$ cat src/rtl/branch_resolve_unit_pkg.sv
// Shared branch-tracking types: entry layout and PC arithmetic used by the
// predictor, fetch stage and the branch resolve unit.
package branch_resolve_unit_pkg;

  localparam int XLEN        = 32;
  localparam int INSTR_BYTES = 4;
  localparam int PC_W        = XLEN;
  localparam int TARGET_W    = XLEN;

  typedef struct packed {
    logic [PC_W-1:0]     pc;
    logic                taken;
    logic [TARGET_W-1:0] target;
  } br_entry_t;

  localparam int ENTRY_W = $bits(br_entry_t);

  // Fall-through PC; the carry out of the top bit is intentionally dropped.
  function automatic logic [XLEN-1:0] next_seq_pc(input logic [XLEN-1:0] pc);
    return pc + XLEN'(INSTR_BYTES);
  endfunction

endpackage

$ cat src/rtl/branch_inflight_fifo.sv
// In-order store of predicted branches awaiting resolution. Pointers carry one
// extra wrap bit so full and empty are distinguishable without a counter.
module branch_inflight_fifo
  import branch_resolve_unit_pkg::*;
#(
  parameter int DEPTH = 4
) (
  input  logic      clk,
  input  logic      rst,
  input  logic      push,
  input  logic      pop,
  input  logic      clear,
  input  br_entry_t wr_entry,
  output br_entry_t rd_entry,
  output logic      full,
  output logic      empty
);

  localparam int AW = $clog2(DEPTH);

  logic [AW:0] wr_ptr_q, wr_ptr_d;
  logic [AW:0] rd_ptr_q, rd_ptr_d;
  logic        wr_en;
  br_entry_t   mem_q [DEPTH];

  always_comb begin
    wr_ptr_d = wr_ptr_q;
    rd_ptr_d = rd_ptr_q;
    wr_en    = 1'b0;
    if (clear) begin
      wr_ptr_d = '0;
      rd_ptr_d = '0;
    end else begin
      if (push) begin
        wr_en    = 1'b1;
        wr_ptr_d = wr_ptr_q + {{AW{1'b0}}, 1'b1};
      end
      if (pop) begin
        rd_ptr_d = rd_ptr_q + {{AW{1'b0}}, 1'b1};
      end
    end
  end

  always_ff @(posedge clk or posedge rst) begin
    if (rst) begin
      wr_ptr_q <= '0;
      rd_ptr_q <= '0;
    end else begin
      wr_ptr_q <= wr_ptr_d;
      rd_ptr_q <= rd_ptr_d;
    end
  end

  // A push alongside a pop while full lands in the slot being read out this cycle.
  always_ff @(posedge clk or posedge rst) begin
    if (rst) begin
      for (int i = 0; i < DEPTH; i++) mem_q[i] <= '0;
    end else if (wr_en) begin
      mem_q[wr_ptr_q[AW-1:0]] <= wr_entry;
    end
  end

  assign rd_entry = mem_q[rd_ptr_q[AW-1:0]];
  assign empty    = (wr_ptr_q == rd_ptr_q);
  assign full     = (wr_ptr_q[AW] != rd_ptr_q[AW]) &&
                    (wr_ptr_q[AW-1:0] == rd_ptr_q[AW-1:0]);

endmodule

$ cat src/rtl/branch_resolve_unit.sv
// Tracks predicted branches from decode to memory, flags mispredicts with a
// registered one-cycle flush plus recovery PC, and keeps saturating counters.
module branch_resolve_unit
  import branch_resolve_unit_pkg::*;
#(
  parameter int DEPTH = 4,
  parameter int CNT_W = 32
) (
  input  logic             clk,
  input  logic             rst,
  input  logic             pred_valid,
  input  logic             pred_taken,
  input  logic [XLEN-1:0]  pred_target,
  input  logic [XLEN-1:0]  pred_pc,
  input  logic             resolve_valid,
  input  logic             actual_taken,
  input  logic [XLEN-1:0]  actual_target,
  output logic             flush,
  output logic [XLEN-1:0]  recover_pc,
  output logic             queue_full,
  output logic             queue_empty,
  output logic             err_overflow,
  output logic             err_underflow,
  output logic [CNT_W-1:0] branch_count,
  output logic [CNT_W-1:0] mispredict_count
);

  localparam logic [CNT_W-1:0] CNT_MAX = {CNT_W{1'b1}};

  br_entry_t head;
  br_entry_t new_entry;
  logic      fifo_full, fifo_empty;
  logic      pop_ok, push_ok, mispredict;

  logic             flush_q, flush_d;
  logic [XLEN-1:0]  recover_pc_q, recover_pc_d;
  logic             err_overflow_q, err_overflow_d;
  logic             err_underflow_q, err_underflow_d;
  logic [CNT_W-1:0] branch_count_q, branch_count_d;
  logic [CNT_W-1:0] mispredict_count_q, mispredict_count_d;

  assign new_entry = '{pc: pred_pc, taken: pred_taken, target: pred_target};

  always_comb begin
    pop_ok     = resolve_valid && !fifo_empty;
    mispredict = pop_ok &&
                 ((head.taken != actual_taken) ||
                  (head.taken && actual_taken && (head.target != actual_target)));
    // Wrong-path pushes die with the flush; a correct pop frees a slot even when full.
    push_ok    = pred_valid && !mispredict && (!fifo_full || pop_ok);

    flush_d            = mispredict;
    recover_pc_d       = recover_pc_q;
    err_overflow_d     = err_overflow_q  || (pred_valid && fifo_full && !pop_ok);
    err_underflow_d    = err_underflow_q || (resolve_valid && fifo_empty);
    branch_count_d     = branch_count_q;
    mispredict_count_d = mispredict_count_q;

    if (mispredict) begin
      recover_pc_d = actual_taken ? actual_target : next_seq_pc(head.pc);
      if (mispredict_count_q != CNT_MAX) mispredict_count_d = mispredict_count_q + CNT_W'(1);
    end
    if (pop_ok && branch_count_q != CNT_MAX) branch_count_d = branch_count_q + CNT_W'(1);
  end

  always_ff @(posedge clk or posedge rst) begin
    if (rst) begin
      flush_q            <= 1'b0;
      recover_pc_q       <= '0;
      err_overflow_q     <= 1'b0;
      err_underflow_q    <= 1'b0;
      branch_count_q     <= '0;
      mispredict_count_q <= '0;
    end else begin
      flush_q            <= flush_d;
      recover_pc_q       <= recover_pc_d;
      err_overflow_q     <= err_overflow_d;
      err_underflow_q    <= err_underflow_d;
      branch_count_q     <= branch_count_d;
      mispredict_count_q <= mispredict_count_d;
    end
  end

  branch_inflight_fifo #(.DEPTH(DEPTH)) u_fifo (
    .clk      (clk),
    .rst      (rst),
    .push     (push_ok),
    .pop      (pop_ok),
    .clear    (mispredict),
    .wr_entry (new_entry),
    .rd_entry (head),
    .full     (fifo_full),
    .empty    (fifo_empty)
  );

  assign flush            = flush_q;
  assign recover_pc       = recover_pc_q;
  assign queue_full       = fifo_full;
  assign queue_empty      = fifo_empty;
  assign err_overflow     = err_overflow_q;
  assign err_underflow    = err_underflow_q;
  assign branch_count     = branch_count_q;
  assign mispredict_count = mispredict_count_q;

endmodule

$ cat config.mk
export PLATFORM = sky130hd
export DESIGN_NAME = branch_resolve_unit
export DESIGN_NICKNAME = d
export VERILOG_FILES = /design/src/rtl/branch_resolve_unit_pkg.sv /design/src/rtl/branch_inflight_fifo.sv /design/src/rtl/branch_resolve_unit.sv
export SDC_FILE = /design/constraint.sdc
export NUM_CORES = 1
export LEC_CHECK = 0
export CORE_MARGIN = 2
export CORE_UTILIZATION = 51
export CTS_CLUSTER_DIAMETER = 30
export DETAILED_ROUTE_END_ITERATION = 8
export PLACE_DENSITY = 0.74
export SLEW_MARGIN = 20
export SYNTH_ARGS = -nofsm -noshare
export SYNTH_HDL_FRONTEND = slang
export SYNTH_SLANG_ARGS = --single-unit
$ cat constraint.sdc
create_clock -name clk -period 13 [get_ports clk]
set_input_delay 2.6 -clock clk [delete_from_list [all_inputs] [get_ports clk]]
set_output_delay 2.6 -clock clk [all_outputs]
set_load 0.005 [all_outputs]
==> impl_metrics.env, run 1 <==
export IMPL_grt_ovfl_total=0
export IMPL_fmax_mhz=153
export IMPL_slew_headroom=0.273
export IMPL_synth_seq_area_share=0.534
export IMPL_synth_warnings=0
export IMPL_fill_cells=2365
export IMPL_worst_path_max_fanout=48
export IMPL_fin_skew_ns=0.0338
export IMPL_cts_made_buffers=77
export IMPL_cts_sinks=365
export IMPL_core_area_mm2=0.0333
export IMPL_cp_cell_sequence="clkdlybuf4s50_1 > xnor2_1 > nand4_1 > nor4_2 > a21oi_2 > nor2_4 > buf_4 > and3_2 > buf_4 > mux2_2"
export IMPL_nNetsFinal=1574
export IMPL_timing_final_hold_violations=0
export IMPL_layout_min_cycle_time_ns=6.55
export IMPL_p_per_area_mw_per_mm2=262
export IMPL_place_gp_congestion=0.831
export IMPL_synthFlopType="dfrtp_1"
export IMPL_dr_pass1_iters=6
export IMPL_cts_clk_slew_worst_paths_ns=0.05
export IMPL_critPathMostFrequentCell="buf_4"
export IMPL_antenna_found_initial=1
export IMPL_area_delta_synth_final_pct=29.7
export IMPL_drt_vias_per_instance=5.68
export IMPL_use_met3=0.0621
export IMPL_worstSetupStartpointType="primary input"
export IMPL_route_detailed_drc=0
export IMPL_finalNonFillerCells=1974
export IMPL_start_util=0.514
export IMPL_synth_area_leaders="dfrtp_1 53%, mux2_2 16%, mux4_2 8.6%, xnor2_1 3.8%, mux2_1 3.3%"
export IMPL_syn_inst=1231
export IMPL_critPathRequiredTime_ns=13.44
export IMPL_die_w_um=187
export IMPL_hold_path_class="reg2reg"
export IMPL_netlist_top_cell_by_area="dfrtp_1"
export IMPL_totalWireLength_um=42900
export IMPL_synth_distinct_cells=43
export IMPL_grt_max_degree=169
export IMPL_final_max_slew_viol_count=0
export IMPL_drive_gt1_frac=0.304
export IMPL_leakage_nw=9.20
export IMPL_met2_usage=0.405
export IMPL_critPathKind="in2reg"
export IMPL_layout_common_cells="363 x dfrtp_1, 240 x mux2_2, 201 x clkdlybuf4s50_1, 87 x nand2_1, 78 x clkbuf_16"
export IMPL_dpl_worst_slack_ns=6.07
export IMPL_wl_per_cell_um=21.8
export IMPL_worst_slack_ns=6.45
export IMPL_seq_area_mm2=0.00914
export IMPL_dp_cells=1832
export IMPL_synth_top_area_frac=0.534
export IMPL_first_global_vias=12000
export IMPL_grt_use_met1=0.328
export IMPL_setup_viol=0
export IMPL_hpwl_um=27800
export IMPL_syn_area_per_cell_um2=13.9
export IMPL_clock_path_buffers=3
export IMPL_ctsHoldBuffers=0
export IMPL_multi_input_area_mm2=0.00754
export IMPL_final_common_cell="dfrtp_1"
export IMPL_rsz0062_at_grt="false"
export IMPL_fin_area_mm2=0.0222
export IMPL_root_buffer="clkbuf_16"
export IMPL_cp_slowest_cell="and3_2"
export IMPL_fin_tns_setup_ns=0
export IMPL_slowest_delay_ns=0.86
export IMPL_seqPwrFrac=0.333
export IMPL_comb_power_share=0.312
export IMPL_switching_share=0.300
export IMPL_crit_arrival_ns=6.99
export IMPL_clk_latency_ns=0.58
export IMPL_netlist_area_mm2=0.0171
export IMPL_grt_usage=0.249
export IMPL_busiest_layer="met2"
export IMPL_cts_resized=0
export IMPL_io_buffers=202
export IMPL_ir_worst_vdd_uv=156
export IMPL_die_h_um=187
export IMPL_num_io_pins=203
export IMPL_cap_violations=0
export IMPL_drtIter0Drc=720
export IMPL_ys_seq_elements=365
export IMPL_grt_pass1_wl_um=67600
export IMPL_period_share=0.504
export IMPL_drtAntennaViolNets=0
export IMPL_fp_row_count=67
export IMPL_post_cts_buffers=0
export IMPL_cts_tree="built"
export IMPL_vias=11200
export IMPL_p_int_w=0.00408
export IMPL_dpl_instance_area_mm2=0.0194
export IMPL_worst_pin_slew_ns=1.09
export IMPL_htree_levels=3
export IMPL_status="completed"
export IMPL_worstSetupEndpointType="register"
export IMPL_synth_edff_count=0
export IMPL_die_area_mm2=0.0350
export IMPL_power_switching_w=0.00175
export IMPL_async_reset_ff_frac=1.00
export IMPL_power_frac_clock=0.354
export IMPL_synth_nets=1342
-- through the flow --
| stage | utilization | total power [W] | hold slack [ns] |
|---|---|---|---|
| floorplan | - | 0.00320 | 0.451 |
| global route | 0.667 | 0.00611 | 0.494 |
| CTS | 0.667 | 0.00586 | 0.465 |
| global placement | 0.584 | 0.00368 | 0.442 |
| finish | 0.667 | 0.00582 | 0.460 |
| detailed placement | 0.584 | 0.00375 | 0.451 |
-- logic make-up after synthesis --
kind of cell / synth area share
AOI/OAI and AO/OA: 0.0130
xor gates and xnor gates: 0.0650
adders and majority gates: 0.00658
buffers and inverters: 0.0273
DFF: 0.534
muxes: 0.279
and+or+nand+nor: 0.0754
-- cell usage after synthesis (all sizes together), types with 18 or more instances --
cell and count:
dfrtp 365, mux2 290, nand2 87, xnor2 75, mux4 65, xor2 52
buf 48, nand4 33, o21ai 33, nor2 25, nor3 25, nand3 23
nor4 18
-- worst max-delay path, delay by kind of cell --
family / cells / cell delay, ns
and+or+nand+nor: 4 / 1.69
buffers and inverters: 3 / 1.62
muxes: 1 / 0.40
AOI/OAI and AO/OA: 1 / 0.19
xor gates and xnor gates: 1 / 0.43
-- state kept, by name, indices dropped and copies added, names as in the netlist --
signal / flops
u_fifo.mem_q: 260
branch_count: 32
mispredict_count: 32
recover_pc: 32
u_fifo.rd_ptr_q: 3
u_fifo.wr_ptr_q: 3
err_overflow: 1
err_underflow: 1
flush: 1
-- power by group through the flow --
stage,combinational (W),sequential (W),clock [W]
after floorplan,0.00136,0.00183,0
after global placement,0.00176,0.00192,0
after detailed placement,0.00181,0.00194,0
after CTS,0.00183,0.00194,0.00209
after global routing,0.00196,0.00200,0.00215
final,0.00182,0.00194,0.00206
-- worst paths after layout --
check                           cells after the start               start  slack [ns]                   to
worst min-delay path                                1        err_overflow        0.46         err_overflow
worst min register to register                      1        err_overflow        0.46         err_overflow
min in group asynchronous                           2                 rst        2.50  mispredict_count[5]
max in group asynchronous                           4                 rst        8.62    u_fifo.mem_q[154]
worst max-delay path                               10   actual_target[27]        6.45    u_fifo.mem_q[113]
worst max register to register                     11  u_fifo.rd_ptr_q[1]        6.85    u_fifo.mem_q[113]
-- metal layers --
metal  vias up  part of all wire
met5         -                 0
met4         0             0.024
met3        81             0.070
met2       409              0.49
met1      5778              0.42
li1       4942                 -
-- area by class of cell --
type                       count  area share
inverter                      14     0.00270
sequential                   365       0.411
clock buffer                  95      0.0935
multi-input combinational    790       0.339
antenna                        1    0.000113
clock inverter                46      0.0319
timing repair buffer         215      0.0958
tap                          448      0.0252
Power figures use the tool's default switching activity.
==> inputs of run 2 (changes only) <==
--- a/config.mk
+++ b/config.mk
@@ -6,10 +6,10 @@
 export NUM_CORES = 1
 export LEC_CHECK = 0
 export CORE_MARGIN = 2
-export CORE_UTILIZATION = 51
+export CORE_UTILIZATION = 56
 export CTS_CLUSTER_DIAMETER = 30
 export DETAILED_ROUTE_END_ITERATION = 8
-export PLACE_DENSITY = 0.74
+export PLACE_DENSITY = 0.77
 export SLEW_MARGIN = 20
 export SYNTH_ARGS = -nofsm -noshare
 export SYNTH_HDL_FRONTEND = slang
==> constraint.sdc (replaced) <==
create_clock -name clk -period 6.3 [get_ports clk]
set_input_delay 1.26 -clock clk [delete_from_list [all_inputs] [get_ports clk]]
set_output_delay 1.26 -clock clk [all_outputs]
set_load 0.005 [all_outputs]
==> run 2 against run 1 <==
  * Flip-flop and latch count is the same
  * First-iteration DRC count grew 24%
  * Final cell count shrank 2.5%
  * Die area shrank 8.7%
  * Sequential power grew 110%
  * Worst setup slack lost 4.8 ns
  * Non-clock buffer count grew 7
  * Combinational power grew 110%
  * Register-to-register slack lost 5.2 ns
  * Sequential share of layout area grew 0.22 points
  * Critical path type is now reg2reg
==> impl_metrics.env, run 2 (synthesized netlist as in run 1, its figures left out) <==
export IMPL_status="completed"
export IMPL_critPathKind="reg2reg"
export IMPL_place_gp_congestion=0.848
export IMPL_grt_usage=0.270
export IMPL_nNetsFinal=1577
export IMPL_final_common_cell="dfrtp_1"
export IMPL_cap_violations=0
export IMPL_cts_tree="built"
export IMPL_core_area_mm2=0.0303
export IMPL_holdWs_ns=0.461
export IMPL_htree_levels=3
export IMPL_hold_path_class="reg2reg"
export IMPL_dpl_worst_slack_ns=1.46
export IMPL_vias=11300
export IMPL_worst_pin_slew_ns=0.871
export IMPL_wl_per_cell_um=22.0
export IMPL_timing_final_hold_violations=0
export IMPL_cts_clk_slew_worst_paths_ns=0.05
export IMPL_io_buffers=202
export IMPL_cp_cell_sequence="buf_4 > mux4_2 > xnor2_1 > nand4_1 > nor4_2 > a21oi_2 > nor2_4 > and3_2 > buf_12 > mux2_2"
export IMPL_critPathRequiredTime_ns=6.74
export IMPL_dp_cells=1786
export IMPL_drtAntennaViolNets=0
export IMPL_root_buffer="clkbuf_16"
export IMPL_grt_ovfl_total=0
export IMPL_first_global_vias=11600
export IMPL_clk_latency_ns=0.57
export IMPL_worst_slack_ns=1.60
export IMPL_cp_slowest_cell="dfrtp_4"
export IMPL_start_util=0.564
export IMPL_num_io_pins=203
export IMPL_rsz0062_at_grt="false"
export IMPL_grt_pass1_wl_um=65400
export IMPL_dr_pass1_iters=5
export IMPL_slowest_delay_ns=0.87
export IMPL_fp_row_count=64
export IMPL_cts_made_buffers=73
export IMPL_period_share=0.746
export IMPL_leakage_nw=9.17
export IMPL_die_w_um=179
export IMPL_grt_max_degree=194
export IMPL_setup_viol=0
export IMPL_p_per_area_mw_per_mm2=536
export IMPL_fill_cells=1943
export IMPL_area_delta_synth_final_pct=29.1
export IMPL_fmax_mhz=213
export IMPL_crit_arrival_ns=5.14
export IMPL_layout_min_cycle_time_ns=4.70
export IMPL_slew_headroom=0.419
export IMPL_cts_sinks=365
export IMPL_drtIter0Drc=896
export IMPL_drive_gt1_frac=0.306
export IMPL_largest_reg_flops=260
export IMPL_top_register="u_fifo.mem_q"
export IMPL_worstSetupStartpointType="register"
export IMPL_die_area_mm2=0.0320
export IMPL_post_cts_buffers=0
export IMPL_path_buf_inv=2
export IMPL_hpwl_um=27300
export IMPL_route_detailed_drc=0
export IMPL_drt_vias_per_instance=5.85
export IMPL_cts_resized=0
export IMPL_worst_path_max_fanout=38
export IMPL_final_max_slew_viol_count=0
export IMPL_fin_skew_ns=0.0146
export IMPL_cpLargestDelayFamily="simple AND/OR/NAND/NOR gates"
export IMPL_worstSetupEndpointType="register"
export IMPL_power_total_w=0.0118
export IMPL_finalNonFillerCells=1924
export IMPL_ir_worst_vdd_uv=324
export IMPL_fin_tns_setup_ns=0
export IMPL_clock_path_buffers=3
export IMPL_layout_common_cells="363 x dfrtp_1, 240 x mux2_2, 201 x clkdlybuf4s50_1, 87 x nand2_1, 76 x clkbuf_16"
export IMPL_totalWireLength_um=42200
export IMPL_die_h_um=179
export IMPL_antenna_found_initial=3
export IMPL_ctsHoldBuffers=0
[run 2: cell types whose count changed in the layout (fill, tap and decap cells not counted), moves of 3 or more]
cell	previous run	this run
clkinv_8	0	3
bufinv_16	13	10
clkinv_2	14	8
clkinvlp_4	4	9
buf_4	12	16
clkinv_16	3	0
clkinv_4	6	2
clkbuf_8	6	10
[run 2: final cells by class]
class,count,area [µm²],area share
Inverter,14,56.3,0.00255
Multi-Input combinational cell,790,7540,0.341
Antenna cell,1,2.50,0.000113
Clock buffer,96,2080,0.0940
Tap cell,396,495,0.0224
Clock inverter,40,562,0.0254
Sequential cell,365,9140,0.414
Timing Repair Buffer,222,2220,0.101
[run 2: layer usage]
layer / vias to the layer above / GRT usage / routed length, µm
li1: 4964 / - / -
met1: 5856 / 0.379 / 18300
met2: 369 / 0.421 / 20200
met3: 68 / 0.0566 / 2750
met4: 2 / 0.0942 / 1000
met5: - / 0 / 18
[run 2: worst register-to-register path, cell delays in order (launching register included)]
cell	delay, ns
dfrtp_4	0.87
buf_4	0.48
mux4_2	0.57
xnor2_1	0.16
nand4_1	0.21
nor4_2	0.42
a21oi_2	0.21
nor2_4	0.17
and3_2	0.75
buf_12	0.34
mux2_2	0.41
[run 2: report_power, final]
| group | internal (W) | switching (W) |
|---|---|---|
| Clock | 0.00276 | 0.00131 |
| Sequential | 0.00338 | 0.000635 |
| Combinational | 0.00215 | 0.00161 |
[run 2: metrics by stage]
step	area, µm²	util
after global placement	19400	0.640
after floorplan	17100	-
after detailed placement	19400	0.640
final	22100	0.728
after CTS	22100	0.727
after global routing	22100	0.728
[run 2: worst paths after layout]
path | end | cells past startpoint | slack [ns] | startpoint
setup / recovery | u_fifo.mem_q[198] | 10 | 1.60 | u_fifo.rd_ptr_q[0]
hold / removal | err_overflow | 1 | 0.46 | err_overflow
setup reg to reg | u_fifo.mem_q[198] | 10 | 1.60 | u_fifo.rd_ptr_q[0]
hold reg to reg | err_overflow | 1 | 0.46 | err_overflow
max in group asynchronous | recover_pc[28] | 4 | 3.78 | rst
min in group asynchronous | u_fifo.mem_q[167] | 2 | 0.95 | rst
==> inputs of run 3 (changes only) <==
--- a/config.mk
+++ b/config.mk
@@ -6,10 +6,10 @@
 export NUM_CORES = 1
 export LEC_CHECK = 0
 export CORE_MARGIN = 2
-export CORE_UTILIZATION = 56
+export CORE_UTILIZATION = 51
 export CTS_CLUSTER_DIAMETER = 30
 export DETAILED_ROUTE_END_ITERATION = 8
-export PLACE_DENSITY = 0.77
+export PLACE_DENSITY = 0.74
 export SLEW_MARGIN = 20
 export SYNTH_ARGS = -nofsm -noshare
 export SYNTH_HDL_FRONTEND = slang
==> constraint.sdc (replaced) <==
create_clock -name clk -period 3.87 [get_ports clk]
set_input_delay 0.774 -clock clk [delete_from_list [all_inputs] [get_ports clk]]
set_output_delay 0.774 -clock clk [all_outputs]
set_load 0.005 [all_outputs]
==> run 3 against run 2 <==
  * Via count grew 0.46%
  * Final area grew 3.1%
  * Wire length increased by 0.99%
  * Global-route usage shrank 2.1 points
  * Largest cell class unchanged
  * Highest routed layer is now met4
==> impl_metrics.env, run 3 (synthesized netlist as in run 1, its figures left out) <==
export IMPL_status="completed"
export IMPL_post_cts_buffers=0
export IMPL_ir_worst_vdd_uv=574
export IMPL_fp_row_count=67
export IMPL_cts_made_buffers=81
export IMPL_timing_rr_end="u_fifo.mem_q[114]"
export IMPL_cap_violations=0
export IMPL_nNetsFinal=1609
export IMPL_drt_vias_per_instance=5.62
export IMPL_fin_tns_setup_ns=0
export IMPL_critPathKind="reg2out"
export IMPL_grt_usage=0.249
export IMPL_hold_path_cell_count=1
export IMPL_holdWs_ns=0.457
export IMPL_r2r_setup_slack_ns=0.23
export IMPL_drtAntennaViolNets=0
export IMPL_hold_end="err_overflow"
export IMPL_period_share=0.966
export IMPL_die_w_um=187
export IMPL_core_area_mm2=0.0333
export IMPL_hp_start="err_overflow"
export IMPL_fin_skew_ns=0.0161
export IMPL_htree_levels=3
export IMPL_worstSetupEndpointType="output pin"
export IMPL_grt_ovfl_total=0
export IMPL_area_delta_synth_final_pct=33.1
export IMPL_grt_pass1_wl_um=68100
export IMPL_route_detailed_drc=0
export IMPL_die_area_mm2=0.0350
export IMPL_cts_tree="built"
export IMPL_leakage_nw=9.47
export IMPL_drtIter0Drc=599
export IMPL_timing_final_hold_violations=0
export IMPL_totalWireLength_um=42700
export IMPL_layout_common_cells="363 x dfrtp_1, 240 x mux2_2, 201 x clkdlybuf4s50_1, 87 x nand2_1, 82 x clkbuf_16"
export IMPL_io_buffers=202
export IMPL_largest_reg_flops=260
export IMPL_first_global_vias=12100
export IMPL_rsz0062_at_grt="false"
export IMPL_root_buffer="clkbuf_16"
export IMPL_vias=11300
export IMPL_hold_path_class="reg2reg"
export IMPL_critPathRequiredTime_ns=3.10
export IMPL_cts_sinks=365
export IMPL_antenna_found_initial=0
export IMPL_cts_clk_slew_worst_paths_ns=0.05
export IMPL_ctsHoldBuffers=0
export IMPL_clk_latency_ns=0.57
export IMPL_power_total_w=0.0199
export IMPL_num_io_pins=203
export IMPL_die_h_um=187
export IMPL_slew_headroom=0.386
export IMPL_layout_min_cycle_time_ns=3.74
export IMPL_wl_per_cell_um=21.2
export IMPL_hpwl_um=29300
export IMPL_p_per_area_mw_per_mm2=875
export IMPL_start_util=0.514
export IMPL_setup_viol=0
export IMPL_antennaDiodeCount=0
export IMPL_regToRegStartpoint="u_fifo.rd_ptr_q[1]"
export IMPL_worstSetupStartpointType="register"
export IMPL_crit_arrival_ns=2.96
export IMPL_fmax_mhz=267
export IMPL_final_max_slew_viol_count=0
export IMPL_dr_pass1_iters=5
export IMPL_worst_pin_slew_ns=0.919
export IMPL_final_common_cell="dfrtp_1"
export IMPL_reg2regPathDepth=10
export IMPL_worst_path_max_fanout=26
export IMPL_place_gp_congestion=0.899
export IMPL_cts_resized=0
export IMPL_clock_path_buffers=3
export IMPL_grt_max_degree=61
export IMPL_top_register="u_fifo.mem_q"
export IMPL_drive_gt1_frac=0.321
run 3: per-stage QoR:
stage | instances | cell area (µm²) | util | setup WS, ns
after global routing | 2012 | 22800 | 0.685 | 0.0473
after floorplan | 1231 | 17100 | - | -1.80
after detailed placement | 1863 | 19900 | 0.598 | 0.301
after global placement | 1863 | 19900 | 0.598 | 0.329
final | 2012 | 22800 | 0.685 | 0.131
after CTS | 2012 | 22800 | 0.685 | 0.122
run 3: how the worst max path moves through the flow:
stage / from / end / cells past startpoint / slack, ns
global route: u_fifo.rd_ptr_q[1] / queue_empty / 6 / 0.05
floorplan: rst / branch_count[0] / 1 / -1.80
global placement: u_fifo.rd_ptr_q[1] / u_fifo.mem_q[104] / 10 / 0.33
detailed placement: u_fifo.rd_ptr_q[1] / u_fifo.mem_q[116] / 10 / 0.30
finish: u_fifo.rd_ptr_q[1] / queue_empty / 6 / 0.13
CTS: u_fifo.rd_ptr_q[1] / queue_empty / 6 / 0.12
run 3: cell type report:
cell class	instances	area, µm²
clock inverters	45	661
multi-input cells	790	7540
flip-flops and latches	365	9140
inverters	14	56.3
clock buffers	104	2230
repair buffers	246	2600
well taps	448	561
fillers	2284	10500
run 3: power by group:
group	internal [W]	leakage (nW)	switching (W)
combinational	0.00366	3.61	0.00267
clock	0.00490	1.40	0.00223
sequential	0.00551	4.46	0.000965
run 3: worst max-delay path, cell delays in order, from the launching register on:
cell,delay [ns]
dfrtp_2,0.53
buf_4,0.44
buf_4,0.31
xnor2_1,0.17
nand3_1,0.25
inv_1,0.17
clkdlybuf4s50_1,0.51
run 3: per-layer routing:
layer  vias to the layer above  routed length (µm)  track usage
met3                        76                3210       0.0655
met4                         0                1120       0.0907
met2                       406               20500        0.397
met5                         -                   0            0
met1                      5805               17900        0.330
li1                       5024                   -            -
